`config.mk`:
```
export PLATFORM = sky130hd
export DESIGN_NAME = spi_monarch_16
export DESIGN_NICKNAME = d
export VERILOG_FILES = /design/src/rtl/spi_monarch_16.sv
export SDC_FILE = /design/constraint.sdc
export NUM_CORES = 1
export LEC_CHECK = 0
export CAP_MARGIN = 20
export CORE_MARGIN = 2
export CORE_UTILIZATION = 49
export CTS_CLUSTER_DIAMETER = 100
export DETAILED_ROUTE_END_ITERATION = 10
export GPL_TIMING_DRIVEN = 0
export PLACE_DENSITY = 0.79
export SYNTH_ARGS = -nofsm -noshare
export SYNTH_HDL_FRONTEND = slang
export SYNTH_SLANG_ARGS = --single-unit
```
`constraint.sdc`:
```
create_clock -name clk -period 2.7 [get_ports clk]
set_clock_uncertainty 0.15 [all_clocks]
set_input_delay 0.27 -clock clk [delete_from_list [all_inputs] [get_ports clk]]
set_output_delay 0.27 -clock clk [all_outputs]
set_load 0.1 [all_outputs]
```
`src/rtl/spi_monarch_16.sv`:
```
// SPI master for the ADC128S path: SCLK idles high, MISO sampled on SCLK rise,
// MOSI shifted on SCLK fall, MSB first, fixed DATA_W-bit transactions.
module spi_monarch_16 #(
    parameter int unsigned DIV_W  = 5,
    parameter int unsigned DATA_W = 16
) (
    input  logic              clk,
    input  logic              rst,
    input  logic              wrt,
    input  logic [DATA_W-1:0] wt_data,
    output logic              done,
    output logic [DATA_W-1:0] rd_data,
    output logic              SS_n,
    output logic              SCLK,
    output logic              MOSI,
    input  logic              MISO
);

    localparam int unsigned CNT_W = $clog2(DATA_W + 1);

    localparam logic [DIV_W-1:0] IDLE_DIV = {1'b1, 1'b0, {(DIV_W-2){1'b1}}};
    localparam logic [DIV_W-1:0] RISE_DIV = {1'b0, {(DIV_W-1){1'b1}}};
    localparam logic [DIV_W-1:0] FALL_DIV = '1;
    localparam logic [CNT_W-1:0] LAST_CNT = CNT_W'(DATA_W);

    typedef enum logic {
        IDLE,
        SHIFT
    } state_t;

    state_t              state_q, state_d;
    logic [DIV_W-1:0]    div_q, div_d;
    logic [DATA_W-1:0]   shft_q, shft_d;
    logic [CNT_W-1:0]    cnt_q, cnt_d;
    logic                smpl_q, smpl_d;
    logic                ss_n_q, ss_n_d;
    logic                done_q, done_d;

    always_ff @(posedge clk) begin
        if (rst) begin
            state_q <= IDLE;
            div_q   <= IDLE_DIV;
            shft_q  <= '0;
            cnt_q   <= '0;
            smpl_q  <= 1'b0;
            ss_n_q  <= 1'b1;
            done_q  <= 1'b0;
        end else begin
            state_q <= state_d;
            div_q   <= div_d;
            shft_q  <= shft_d;
            cnt_q   <= cnt_d;
            smpl_q  <= smpl_d;
            ss_n_q  <= ss_n_d;
            done_q  <= done_d;
        end
    end

    always_comb begin
        state_d = state_q;
        div_d   = div_q;
        shft_d  = shft_q;
        cnt_d   = cnt_q;
        smpl_d  = smpl_q;
        ss_n_d  = ss_n_q;
        done_d  = done_q;
        unique case (state_q)
            IDLE: begin
                div_d = IDLE_DIV;
                if (wrt) begin
                    // The accept edge already counts as the first divider step.
                    div_d   = IDLE_DIV + 1'b1;
                    shft_d  = wt_data;
                    cnt_d   = '0;
                    ss_n_d  = 1'b0;
                    done_d  = 1'b0;
                    state_d = SHIFT;
                end
            end
            SHIFT: begin
                div_d = div_q + 1'b1;
                if (div_q == RISE_DIV) begin
                    smpl_d = MISO;
                    cnt_d  = cnt_q + 1'b1;
                end
                if (div_q == FALL_DIV) begin
                    if (cnt_q == LAST_CNT) begin
                        shft_d  = {shft_q[DATA_W-2:0], smpl_q};
                        div_d   = IDLE_DIV;
                        ss_n_d  = 1'b1;
                        done_d  = 1'b1;
                        state_d = IDLE;
                    end else if (cnt_q != '0) begin
                        shft_d = {shft_q[DATA_W-2:0], smpl_q};
                    end
                end
            end
            default: state_d = IDLE;
        endcase
    end

    assign SCLK    = div_q[DIV_W-1];
    assign SS_n    = ss_n_q;
    assign done    = done_q;
    assign rd_data = shft_q;
    assign MOSI    = shft_q[DATA_W-1];

endmodule

```
==> metrics <==
CP startpoint kind=flip-flop; largest cells by area after synthesis=dfxtp_1 36%, a211oi_2 7.6%, nand3b_1 7.3%; minimum clock period=2.366 ns; worst hold path endpoint=smpl_q; Worst-Skew Late Latency=between 0.3 and 0.4 ns; largest net degree at the start of global routing=11; layout cells sized above 1=0.1046; hold buffer count at cts=0; PwrDens=598.0 nW/um^2; worst hold-check path type=flip-flop to flip-flop; Crit path arrival time=1.95 ns; Sw Share=0.4166; length of the first detailed-routing pass in iterations=4; Placer Congestion=0.8384; antenna violations before repair=0; Post-synth EDFFs=0; Max FO, Critical Path=4; IO buf count=39; YS warnings=0; antenna cells=0; layout net count=~260; Post-Syn Area=around 1700 um^2; Tightest Pin Transition=0.9727 ns; DRT antenna net count=0; first-pass GRT wire length=7479 um; share of synthesized area occupied by flip-flops and latches=0.3631; final setup fails=0; kind of critical path=flip-flop to primary output; #FFs+latches synth=30; CTS tree=built; Post-Layout Cell Count=285; Syn Area/Cell=8.615 um^2; achievable frequency=422.7 MHz; Leak=0.7586 nW; post-synth net total=217; Die Ht=around 62 um; Post-Route WL=4232 um; vias in the first global route=1579; Synth area leader=dfxtp_1; total setup buffers inserted after CTS=0; gr usage total=0.2449; top cells by instance count after synthesis=30 x dfxtp_1, 21 x nor2_1, 16 x nand3b_1, 16 x nor3_1, 14 x clkbuf_1; Die X-Extent=62.10 um; worst r2r src=div_q[0]; count of boundary I/O pins=40; sw power=0.5386 mW; Synth top area share=0.3631; Bufs on Longest Clock Path=2; Core Area=3284 um^2; RSZ-0062 raised after global routing=false; Initial Util=0.5036; setup TNS=0 ns; Reg2Reg Depth=7; fillcell total=284; Comb pwr share=0.384; via count=1657; clock power share=0.219; Layout area overhead=30.71%; CTS sink cnt=30; placed cell count=between 200 and 300; WHS Path Cells=2; detailed router's first-iteration violation count=between 90 and 100; Pint=0.7543 mW; Row Count=21; Max Cap Viol=0; Routed WL per cell=14.85 um; R2R setup slack=0.56 ns; Root Buffer=clkbuf_4; ys flop type=dfxtp_1; cells after synthesis=roughly 190; post-DP HPWL=3010 um; Num CTS Buffers=5; status=finished clean; H-tree depth=2; die area=3856 um^2; Distinct cells, synth=32; vias per cell=5.814; Hold Worst Slack=0.3072 ns; drt drc=0; Pins Over Slew Limit=0; Post-CTS Resized=0; Worst Hold Launch=smpl_q; Peak supply drop=between 0.3 and 0.4 mV; Final Cycle Share=0.8761; final hold violations=0; ys async rst share=0; Worst setup EP type=primary output; Worst Path Required=2.28 ns; Max-Slew Margin vs Limit=0.3495; reg2reg end=rd_data[1]; total congestion overflow=0; Worst-path clk slew=0.09 ns; count leader, synth=dfxtp_1; Flop pwr share=0.397
==> flip-flops by register name, indices dropped and copies added, names as in the netlist <==
signal   cells
state_q      1
div_q        5
rd_data     16
SS_n         1
cnt_q        5
smpl_q       1
done         1
==> final cells by class <==
type                    instances  area, um^2  area share
clock inverters                 1       5.005    0.002315
plain buffers                  20       93.84     0.04340
multi-input cells             136       937.1      0.4334
flip-flops and latches         30       600.6      0.2778
repair buffers                 39       390.4      0.1806
clock buffers                   7       55.05     0.02546
well taps                      46       57.56     0.02662
inverters                       6       22.52     0.01042
==> worst max-delay path by stage <==
stage                start           to  slack (ns)  cells after the start
2_1_floorplan     div_q[4]   rd_data[0]        0.45                      5
3_3_place_gp      div_q[0]   rd_data[2]        0.63                      7
3_5_place_dp      div_q[0]   rd_data[1]        0.59                      7
4_1_cts        rd_data[15]  rd_data[15]        0.32                      2
5_1_grt        rd_data[15]  rd_data[15]        0.25                      2
6_report       rd_data[15]  rd_data[15]        0.33                      2
==> through the flow <==
stage | utilization | total power [mW] | instance area [um^2] | worst slack (ns)
floorplan | - | 0.8914 | 1654 | 0.4489
global placement | 0.6400 | 1.014 | 2102 | 0.6271
detailed placement | 0.6400 | 1.019 | 2102 | 0.5903
CTS | 0.6583 | 1.306 | 2162 | 0.3187
global route | 0.6583 | 1.367 | 2162 | 0.2515
finish | 0.6583 | 1.293 | 2162 | 0.3344
==> cells in the final DEF, fill, tap and decap left out, types with 5 or more instances in the layout <==
| cell type | n |
|---|---|
| nand2_1 | 6 |
| o211ai_1 | 13 |
| nor3_1 | 16 |
| nor2_1 | 21 |
| a211oi_2 | 10 |
| clkdlybuf4s50_1 | 39 |
| a211oi_1 | 6 |
| o311ai_0 | 5 |
| dfxtp_1 | 30 |
| clkbuf_1 | 15 |
| clkbuf_4 | 5 |
| nand3b_1 | 16 |
| a21oi_1 | 7 |
| ha_1 | 5 |
| nand3_1 | 6 |
| inv_1 | 6 |
==> layer usage <==
metal | track usage | wire length, um | vias up
met3 | 0.08152 | 275 | 4
met2 | 0.3641 | 2012 | 66
li1 | - | - | 804
met1 | 0.3139 | 1898 | 783
met4 | 0.1333 | 45 | 0
met5 | 0 | 0 | -
==> worst max-delay path, stage by stage (launching register included) <==
cell,delay (ns)
dfxtp_1,0.38
buf_4,0.12
clkdlybuf4s50_1,1.11
==> kinds of logic after synthesis <==
logic type	Yosys count	synth area share
AO/OA/AOI/OAI	50	0.2481
XOR/XNOR	3	0.01589
adder cells (fa/ha/maj)	5	0.03782
buffers and inverters	26	0.07034
flip-flops	30	0.3631
multiplexers	2	0.01361
AND/OR/NAND/NOR	76	0.2511
==> power by group through the flow <==
stage / combinational [mW] / sequential, mW / clock (mW)
floorplan: 0.161 / 0.731 / 0
global placement: 0.491 / 0.522 / 0
detailed placement: 0.496 / 0.523 / 0
CTS: 0.497 / 0.513 / 0.296
global route: 0.524 / 0.520 / 0.323
finish: 0.496 / 0.513 / 0.284
(Power assumes the default switching activity.)
